==> src/rtl/saes_pkg.sv <==
// Shared S-AES definitions: nibble S-boxes, nibble helpers, round constants,
// round-key type and the reverse key schedule state encoding.
package saes_pkg;

  localparam logic [7:0] RCON1_DEF = 8'h80;
  localparam logic [7:0] RCON2_DEF = 8'h30;

  // Nibble tables packed with entry 0 in bits [3:0].
  // Forward: 0..F -> 9,4,A,B,D,1,8,5,6,2,0,3,C,E,F,7
  localparam logic [63:0] SBOX     = 64'h7FEC_3026_581D_BA49;
  localparam logic [63:0] SBOX_INV = 64'hED4C_3206_F871_B95A;

  typedef logic [15:0] round_key_t;

  typedef enum logic [1:0] {
    ST_IDLE  = 2'd0,
    ST_EMIT2 = 2'd1,
    ST_EMIT1 = 2'd2,
    ST_EMIT0 = 2'd3
  } state_e;

  function automatic logic [3:0] sbox_nib(input logic [3:0] n);
    return SBOX[{n, 2'b00} +: 4];
  endfunction

  function automatic logic [3:0] sbox_inv_nib(input logic [3:0] n);
    return SBOX_INV[{n, 2'b00} +: 4];
  endfunction

  function automatic logic [7:0] rot_nib(input logic [7:0] x);
    return {x[3:0], x[7:4]};
  endfunction

  function automatic logic [7:0] sub_nib(input logic [7:0] x);
    return {sbox_nib(x[7:4]), sbox_nib(x[3:0])};
  endfunction

endpackage

==> src/rtl/nibble_substitution.sv <==
// Byte-wide S-AES nibble substitution, forward (encrypt=1) or inverse S-box.
module nibble_substitution
  import saes_pkg::*;
(
  input  logic       encrypt,
  input  logic [7:0] din,
  output logic [7:0] dout
);

  // Both nibbles go through the same table; direction picks the table.
  always_comb begin
    if (encrypt) begin
      dout = {sbox_nib(din[7:4]), sbox_nib(din[3:0])};
    end else begin
      dout = {sbox_inv_nib(din[7:4]), sbox_inv_nib(din[3:0])};
    end
  end

endmodule

==> src/rtl/key_schedule_reverse.sv <==
// Inverse S-AES key schedule: takes round key 2 and streams key2, key1, key0
// over a valid/ready handshake, one step of the inverse schedule per transfer.
//
// state | meaning
// IDLE  | waiting for start; done pulses here for one cycle after key0
// EMIT2 | key_out holds round key 2
// EMIT1 | key_out holds round key 1
// EMIT0 | key_out holds round key 0 (cipher key)
module key_schedule_reverse
  import saes_pkg::*;
#(
  parameter logic [7:0] RCON1 = RCON1_DEF,
  parameter logic [7:0] RCON2 = RCON2_DEF
) (
  input  logic        clk,
  input  logic        rst,
  input  logic        start,
  input  logic [15:0] key_in,
  output logic        busy,
  output logic        key_valid,
  input  logic        key_ready,
  output logic [15:0] key_out,
  output logic [1:0]  key_idx,
  output logic        done
);

  localparam logic [1:0] IDLE  = ST_IDLE;
  localparam logic [1:0] EMIT2 = ST_EMIT2;
  localparam logic [1:0] EMIT1 = ST_EMIT1;
  localparam logic [1:0] EMIT0 = ST_EMIT0;

  logic [1:0] state;
  round_key_t key_reg;
  logic [7:0] a, b, b_next, a_next, sub_out, rc;
  logic       xfer;

  assign a      = key_reg[15:8];
  assign b      = key_reg[7:0];
  assign b_next = a ^ b;
  assign xfer   = key_valid & key_ready;
  assign rc     = (state == EMIT2) ? RCON2 : RCON1;

  // SubNib works per nibble, so SubNib(RotNib(x)) == RotNib(SubNib(x)); this
  // lets the single substitution instance sit directly on a ^ b.
  nibble_substitution u_sub (
    .encrypt (1'b1),
    .din     (b_next),
    .dout    (sub_out)
  );

  assign a_next  = a ^ rc ^ rot_nib(sub_out);
  assign key_out = key_reg;

  // Sequencer, working register and registered handshake outputs.
  always_ff @(posedge clk or posedge rst) begin
    if (rst) begin
      state     <= IDLE;
      key_reg   <= '0;
      key_idx   <= 2'd0;
      key_valid <= 1'b0;
      busy      <= 1'b0;
      done      <= 1'b0;
    end else begin
      done <= 1'b0;
      case (state)
        IDLE: begin
          if (start) begin
            state     <= EMIT2;
            key_reg   <= key_in;
            key_idx   <= 2'd2;
            key_valid <= 1'b1;
            busy      <= 1'b1;
          end
        end
        EMIT2: begin
          if (xfer) begin
            state   <= EMIT1;
            key_reg <= {a_next, b_next};
            key_idx <= 2'd1;
          end
        end
        EMIT1: begin
          if (xfer) begin
            state   <= EMIT0;
            key_reg <= {a_next, b_next};
            key_idx <= 2'd0;
          end
        end
        EMIT0: begin
          if (xfer) begin
            state     <= IDLE;
            key_valid <= 1'b0;
            busy      <= 1'b0;
            done      <= 1'b1;
          end
        end
        default: begin
          state     <= IDLE;
          key_valid <= 1'b0;
          busy      <= 1'b0;
        end
      endcase
    end
  end

endmodule
==> config.mk <==
export PLATFORM = sky130hd
export DESIGN_NAME = key_schedule_reverse
export DESIGN_NICKNAME = d
export VERILOG_FILES = /design/src/rtl/saes_pkg.sv /design/src/rtl/nibble_substitution.sv /design/src/rtl/key_schedule_reverse.sv
export SDC_FILE = /design/constraint.sdc
export NUM_CORES = 1
export LEC_CHECK = 0
export ABC_CLOCK_PERIOD_IN_PS = 4000
export CAP_MARGIN = 0
export CORE_AREA = 5 5 58 73
export DETAILED_ROUTE_END_ITERATION = 12
export DIE_AREA = 0 0 63 78
export PLACE_DENSITY = 0.77
export SLEW_MARGIN = 20
export SYNTH_ARGS = -nofsm -noshare
export SYNTH_HDL_FRONTEND = slang
export SYNTH_SLANG_ARGS = --single-unit
==> constraint.sdc <==
create_clock -name clk -period 4 [get_ports clk]
set_input_delay 0.4 -clock clk [delete_from_list [all_inputs] [get_ports clk]]
set_output_delay 0.4 -clock clk [all_outputs]
set_load 0.01 [all_outputs]
# After elaboration in Yosys (flattened, before gate mapping)

Cells that the tools add are included.

Eq/ne operators: 8
Shifts and indexed selects: 2
Multiplexer cells: 17
Bitwise logic cells: 4
Reductions and logical operators: 9

Operators with widths:

| cell                                                                          | count |
|---|---|
| 64-bit by 7-bit variable part select with 4-bit output (first input constant) | 2 |
| 16-bit 2-to-1 mux                                                             | 2 |
| 16-bit case mux with 2 select lines                                           | 1 |
| 8-bit bitwise XOR                                                             | 3 |
| 2-bit 2-to-1 mux                                                              | 6 |
| 8-bit 2-to-1 mux                                                              | 1 |
| 2-bit != test (second input constant)                                         | 4 |
| 2-bit case mux with 4 select lines                                            | 1 |
| 4-bit AND reduction                                                           | 2 |
| 2-bit case mux with 3 select lines                                            | 1 |
| 3-bit AND reduction                                                           | 2 |
| 2-bit equality test (second input constant)                                   | 2 |
| 1-bit 2-to-1 mux                                                              | 4 |
| 2-bit nonzero test                                                            | 2 |
| 3-bit nonzero test                                                            | 1 |
| 2-bit by 1-bit equality test with 1-bit output (second input constant)        | 1 |
| 2-bit zero test                                                               | 1 |
| 2-bit by 1-bit != test with 1-bit output (second input constant)              | 1 |
| 1-bit case mux with 2 select lines                                            | 1 |
| 2-bit OR reduction                                                            | 1 |
| 1-bit AND                                                                     | 1 |

Register bits after elaboration: 22
Input bits: 20
Output and inout port bits: 21
Logic and storage cells: 45

# Logic depth before layout (Yosys ltp)

Gate-level depths: netlist of run 1.

Depth in word-level cells: 6
Gate-level depth with buffers: 8

# Modules after synthesis

From an unflattened synthesis of run 1, not the netlist that was laid out.

Cell total of the unflattened synthesis: 217
Area, all modules: 1976.9 µm²

Modules (own cells, without submodules):

| module               | instances | cells each | area each (µm²) |
|---|---|---|---|
| key_schedule_reverse | 1         | 142        | 1420.1 |
| nibble_substitution  | 1         | 75         | 556.8 |

# Worst setup path before layout of run 1

No wires, ideal clock.

Kind: register to register
From: register key_reg[9] (netlist: key_out[9])
To: register key_reg[12] (netlist: key_out[12])
Library setup time: 121 ps
Data arrival time: 2173 ps
Required time: 3879 ps
Setup slack: 1706 ps
Stages on the path, launching flop included: 8
Path through: dfrtp_1 xnor2_1 inv_1 ha_1 mux4_2 xnor2_1 o22a_1 o22a_1

Word-level cells in the longest chain between the ends: 5

RTL lines:

| element                                                | RTL line                                               | text |
|---|---|---|
| start: declaration                                     | key_schedule_reverse.sv:33                             | `round_key_t key_reg;` |
| start signal: assignment                               | key_schedule_reverse.sv:69                             | `key_reg <= key_in;` |
| start signal: assignment                               | key_schedule_reverse.sv:78                             | `key_reg <= {a_next, b_next};` |
| start signal: assignment                               | key_schedule_reverse.sv:85                             | `key_reg <= {a_next, b_next};` |
| 8-bit bitwise XOR                                      | key_schedule_reverse.sv:39                             | `assign b_next = a ^ b;` |
| 64-bit by 7-bit variable part select with 4-bit output | saes_pkg.sv:23                                         | `return SBOX[{n, 2'b00} +: 4];` |
| 8-bit bitwise XOR                                      | key_schedule_reverse.sv:51                             | `assign a_next = a ^ rc ^ rot_nib(sub_out);` |
| 16-bit 2-to-1 mux                                      | key_schedule_reverse.sv:76, key_schedule_reverse.sv:83 |  |
| 16-bit case mux with 2 select lines                    | key_schedule_reverse.sv:65                             | `case (state)` |

No other way between the ends. The select of a mux whose other input is x is not followed.
A chain may end at the register's enable or synchronous reset.

# Final worst setup path of run 1

Same ends and word-level chain as after synthesis.

==> results of run 1 <==
## layout by cell type, fill, tap and decap left out, types with 3 or more instances in the layout
| cell type | n |
|---|---|
| nand2_1 | 23 |
| dfrtp_1 | 22 |
| nor3b_1 | 3 |
| xor2_1 | 4 |
| ha_1 | 12 |
| xnor2_1 | 7 |
| nand3_1 | 3 |
| o22a_1 | 13 |
| inv_1 | 10 |
| clkdlybuf4s50_1 | 40 |
| nor2_1 | 5 |
| a31oi_1 | 3 |
| nor3_1 | 3 |
| clkbuf_8 | 3 |
| mux2i_1 | 3 |
| o21ai_0 | 21 |
| a21oi_1 | 15 |
## per-layer routing
layer,up-vias,part of all wire,global-route usage
met3,7,0.032,0.0202
met2,26,0.50,0.271
met4,0,0.020,0.0637
met1,631,0.44,0.196
li1,717,-,-
met5,-,0,0
## layout make-up
type / instances / area [um^2] / share of cell area
multi-input cells: 139 / 983 / 0.468
clock inverters: 1 / 30.0 / 0.0143
repair buffers: 41 / 408 / 0.194
well taps: 39 / 48.8 / 0.0232
clock buffers: 3 / 41.3 / 0.0196
flip-flops and latches: 22 / 551 / 0.262
inverters: 11 / 41.3 / 0.0196
## flip-flops by register name, indices dropped and copies added (netlist names)
signal     flops
key_valid      1
key_out       16
state          2
done           1
key_idx        2
## metrics by stage
stage	util	setup slack (ns)	area, um^2	std cells	hold slack [ns]
global placement	0.588	1.61	2030	252	0.506
detailed placement	0.588	1.54	2030	252	0.522
finish	0.609	1.50	2100	256	0.539
floorplan	-	1.71	1610	181	0.389
CTS	0.609	1.50	2100	256	0.539
global route	0.609	1.28	2100	256	0.584
## tightest hold or removal path, stage by stage (launching register included)
cell     delay, ns
dfrtp_1       0.39
nand2_1       0.05
o21ai_0       0.06
## path summary, 6_finish.rpt
| kind | startpoint | endpoint | slack, ns | cells after the start |
|---|---|---|---|---|
| max in group asynchronous | rst | key_out[8]$_DFFE_PP0P_ | 2.84 | 2 |
| hold reg to reg | key_out[4]$_DFFE_PP0P_ | key_out[4]$_DFFE_PP0P_ | 0.54 | 2 |
| min in group asynchronous | rst | key_out[6]$_DFFE_PP0P_ | 0.61 | 2 |
| setup reg to reg | key_out[9]$_DFFE_PP0P_ | key_out[12]$_DFFE_PP0P_ | 1.50 | 7 |
| hold / removal | key_out[4]$_DFFE_PP0P_ | key_out[4]$_DFFE_PP0P_ | 0.54 | 2 |
| setup / recovery | key_out[9]$_DFFE_PP0P_ | key_out[12]$_DFFE_PP0P_ | 1.50 | 7 |
## cell families after synthesis
group           count (synthesis)  synth area share
mux                             7            0.0605
flops                          22             0.341
buf+inv                        20            0.0489
xor+xnor                       13            0.0799
compound gates                 65             0.259
fa+ha+maj                      12            0.0931
simple gates                   42             0.117
==> impl_results.md, run 1 <==
- Detail Route Antenna Nets: 0
- Synth top cells by count: nand2_1, dfrtp_1, o21ai_0, a21oi_1, o22a_1
- Fin. Hold Viols: 0
- Mean post-synth cell area: just under 9 um^2
- Final period util: 0.626
- # DRC: 0
- Total Neg Setup Slack: 0 ns
- Synth area leader: dfrtp_1
- Req. time, crit path: roughly 4.2 ns
- Dominant cells by area after synthesis: dfrtp_1, ha_1, o22a_1
- Worst min path class: register to register
- Initial Util: 0.467
- Crit path max-delay family: XOR/XNOR gates
- # hold bufs at CTS: 0
- CTS tree: built
- Core area: ~0.0035 mm^2
- Clock Skew: between 0.006 and 0.007 ns
- Clk buf depth: 2
- Worst-Margin Slew: roughly 0.96 ns
- IO Port Bufs: 40
- Placer Congestion: 0.811
- Vias in the first global route: between 1000 and 1500
- Max-cap viol count: 0
- Layout cell share with drive strength beyond 1: 0.0507
- Root buf cell: clkbuf_8
- Post-synth EDFFs: 0
- Max frequency: about 400 MHz
- Setup CP Type: register to register
- CTS Buf Count: 3
- Critical Path, Cell by Cell: xnor2_1 -> inv_1 -> ha_1 -> mux4_2 -> xnor2_1 -> a21oi_1 -> o22a_1
- Buf/Inv on CP: 1
- Synthesis Warnings: 0
- Most frequent CP cell: xnor2_1
- DR vias/cell: between 5 and 6
- Post-synth ARST share: 1.00
- DRT iter0 DRCs: 31
- Final slew viol count: 0
- Post-DR wirelength/cell: approximately 15 um
- Clock Sinks: 22
- Total global routing overflow: 0
- Critical path's largest stage delay: roughly 0.46 ns
- Synthesized cell area: between 0.0015 and 0.002 mm^2
- Startpoint type of the worst setup path: register
- Ys flop type: dfrtp_1
- Tmin final: around 2.5 ns
- Worst path slowest cell: xnor2_1
- Initial antenna violation count: 0
- Share of the synthesized area in the top cell type: 0.341
- GR Util All Layers: 0.157
- Fill cells: a little under 300
- RSZ-0062 raised after global routing: no
- Die area: between 0.004 and 0.005 mm^2
- Clock latency on the worst-skew pair: 0.27 ns
- Die Ht: about 78 um
- CP max FO: 7
- Via count: between 1000 and 1500
- Synth unique cells: 38
- Worst EP arrival: around 2.7 ns
- H-tree depth: 1
- Final setup viols: 0
- Wirelength, routed: about 3800 um
- Chip Width: between 60 and 70 um
- Worst slew margin: 0.362
- Largest net degree at the start of global routing: 35
- Rows: 24
- First-pass detailed-route iteration total: 4
- # Post-CTS Setup Buffers: 0
- Synthesized instance count: 181
- Area growth syn-to-layout: 30.4%
- Final Net Count: 250
- Share of the yosys chip area belonging to registers: 0.341
- Setup crit end kind: register
- Post-CTS Resized: 0
- Most used standard cell by instance count after synthesis: nand2_1
- Clock slew seen by the registers of the worst setup and hold paths: about 0.090 ns
- Post-DP HPWL: roughly 2800 um
- Boundary Pins: a little over 40
- Ant. Diodes: 0
- Outcome: finished, final reports clean
- First-pass GRT wire length: 6280 um
- Yosys reg bits: 22
- Syn Nets: 213
Power of run 1 is left out: the tool's default activity adds up to more than one toggle a clock period on the data nets, which glitch-free logic cannot reach.
==> inputs of run 2 (changes only) <==
--- a/config.mk
+++ b/config.mk
@@ -5,12 +5,12 @@
 export SDC_FILE = /design/constraint.sdc
 export NUM_CORES = 1
 export LEC_CHECK = 0
-export ABC_CLOCK_PERIOD_IN_PS = 4000
+export ABC_CLOCK_PERIOD_IN_PS = 2200
 export CAP_MARGIN = 0
-export CORE_AREA = 5 5 58 73
+export CORE_AREA = 5 5 61 76
 export DETAILED_ROUTE_END_ITERATION = 12
-export DIE_AREA = 0 0 63 78
-export PLACE_DENSITY = 0.77
+export DIE_AREA = 0 0 66 81
+export PLACE_DENSITY = 0.73
 export SLEW_MARGIN = 20
 export SYNTH_ARGS = -nofsm -noshare
 export SYNTH_HDL_FRONTEND = slang
==> constraint.sdc (replaced) <==
create_clock -name clk -period 2.2 [get_ports clk]
set_input_delay 0.22 -clock clk [delete_from_list [all_inputs] [get_ports clk]]
set_output_delay 0.22 -clock clk [all_outputs]
set_load 0.01 [all_outputs]
==> impl_results.md, run 2 (synthesized netlist as in run 1, its figures left out) <==
- Area growth syn-to-layout: 36.8%
- CTS tree: built
- Wirelength, routed: 3990 um (+5.6%)
- Detail Route Antenna Nets: 0 (unchanged)
- Setup crit end kind: register
- RSZ-0062 raised after global routing: no
- Post-DP HPWL: 3010 um (+9.0%)
- Final period util: 0.952 (+0.327)
- Chip Width: 66 um (+4.8%)
- Root buf cell: clkbuf_8
- Ant. Diodes: 0 (unchanged)
- Most frequent cells in the layout: clkdlybuf4s50_1, nand2_1, dfrtp_1, o21ai_0, a21oi_1
- Largest net degree at the start of global routing: 43 (+23%)
- Worst slew margin: 0.692 (+0.330)
- Layout cell share with drive strength beyond 1: 0.114 (+0.0633)
- DR vias/cell: 5.27 (-2.4%)
- # DRC: 0 (unchanged)
- Clk buf depth: 2 (unchanged)
- First-pass detailed-route iteration total: 6 (+2)
- Post-DR wirelength/cell: 14.1 um (-4.1%)
- Total Neg Setup Slack: 0 ns (unchanged)
- Vias in the first global route: 1444 (+3.9%)
- Outcome: finished, final reports clean
- IO Port Bufs: 40 (unchanged)
- Clock Sinks: 22 (unchanged)
- Critical Path, Cell by Cell: xnor2_2 -> inv_1 -> ha_1 -> mux4_2 -> xnor2_1 -> o22a_1 -> o22a_1
- Die Ht: 81 um (+3.8%)
- Final Net Count: 262 (+4.8%)
- Clock Skew: 0.00232 ns (-0.00408 ns)
- Post-CTS Resized: 0 (unchanged)
- Most frequent CP cell: o22a_1
- Worst min path class: input port to async pin
- Worst path slowest cell: mux4_2
- Most common cell after layout, fill and taps aside: clkdlybuf4s50_1
- Initial Util: 0.426 (-0.0409)
- Worst-Margin Slew: 0.459 ns (-0.498 ns)
- Clock latency on the worst-skew pair: 0.27 ns (about the same)
- CP max FO: 4 (-3)
- Setup CP Type: register to register
- Total global routing overflow: 0 (unchanged)
- Final cell count without fillers: 282 (+10%)
- Max-cap viol count: 0 (unchanged)
- Startpoint type of the worst setup path: register
- Inst Count DP: 279 (+11%)
- Clock slew seen by the registers of the worst setup and hold paths: 0.08 ns (about the same)
- Req. time, crit path: 2.36 ns (-1.81 ns)
- Max frequency: 477 MHz (+19%)
- # hold bufs at CTS: 0 (unchanged)
- Fin. Hold Viols: 0 (unchanged)
- Worst EP arrival: 2.26 ns (-0.41 ns)
- Largest register FFs: 16 (unchanged)
- Initial antenna violation count: 0 (unchanged)
- # Post-CTS Setup Buffers: 0 (unchanged)
- Core area: 0.00378 mm^2 (+9.6%)
- Via count: 1485 (+7.5%)
- GR Util All Layers: 0.167 (+0.00938)
- First-pass GRT wire length: 6820 um (+8.7%)
- Rows: 25 (+4.2%)
- Boundary Pins: 41 (unchanged)
- DRT iter0 DRCs: 52 (+68%)
- Die area: 0.00535 mm^2 (+8.8%)
- H-tree depth: 1 (unchanged)
- Placer Congestion: 0.865 (+6.7%)
- Tmin final: 2.10 ns (-0.407 ns)
- CTS Buf Count: 3 (unchanged)
- Critical path's largest stage delay: 0.47 ns (about the same)
- Final slew viol count: 0 (unchanged)
- Final setup viols: 0 (unchanged)
[run 2: routing by layer]
metal,share of wire,global-route usage
met2,0.49,0.274
met5,0,0
met3,0.021,0.0194
met4,0.027,0.0833
met1,0.46,0.215
[run 2: layout make-up]
cell class | instances | area (um^2)
Fill cell | 343 | 1580
Multi-Input combinational cell | 139 | 1010
Sequential cell | 22 | 551
Timing Repair Buffer | 53 | 498
Tap cell | 54 | 67.6
Clock buffer | 3 | 41.3
Inverter | 11 | 41.3
[run 2: final timing paths]
check	start	to	slack [ns]	cells after the start
worst max-delay path	key_out[9]$_DFFE_PP0P_	key_out[12]$_DFFE_PP0P_	0.10	7
worst min-delay path	rst	done$_DFF_PP0_	0.29	3
worst max register to register	key_out[9]$_DFFE_PP0P_	key_out[12]$_DFFE_PP0P_	0.10	7
worst min register to register	key_out[6]$_DFFE_PP0P_	key_out[6]$_DFFE_PP0P_	0.54	2
max in group asynchronous	rst	key_out[11]$_DFFE_PP0P_	1.68	3
min in group clk	key_out[6]$_DFFE_PP0P_	key_out[6]$_DFFE_PP0P_	0.54	2
[run 2: critical path, delay by kind of cell, from the launching register on]
| family | cells | cell delay (ns) |
|---|---|---|
| muxes | 1 | 0.47 |
| buffers and inverters | 1 | 0.10 |
| xor gates and xnor gates | 2 | 0.33 |
| DFF | 1 | 0.43 |
| AOI/OAI and AO/OA | 2 | 0.35 |
| adders and majority gates | 1 | 0.29 |
[run 2: through the flow]
stage	util	hold slack [ns]	cell area [um^2]	setup WS (ns)
3_3_place_gp	0.568	0.517	2150	0.162
6_report	0.583	0.288	2210	0.105
5_1_grt	0.583	0.339	2210	0.0155
4_1_cts	0.579	0.302	2190	0.0986
3_5_place_dp	0.568	0.522	2150	0.119
2_1_floorplan	-	0.209	1620	0.00797
Power of run 2 is left out for the same reason.
==> inputs of run 3 (changes only) <==
--- a/config.mk
+++ b/config.mk
@@ -8,6 +8,7 @@
 export ABC_CLOCK_PERIOD_IN_PS = 2200
 export CAP_MARGIN = 0
 export CORE_AREA = 5 5 61 76
+export CTS_CLUSTER_DIAMETER = 80
 export DETAILED_ROUTE_END_ITERATION = 12
 export DIE_AREA = 0 0 66 81
 export PLACE_DENSITY = 0.73
==> results of run 3 <==
Final layout, timing and power as in run 2 (identical DEF).
Power of run 3 is left out for the same reason.
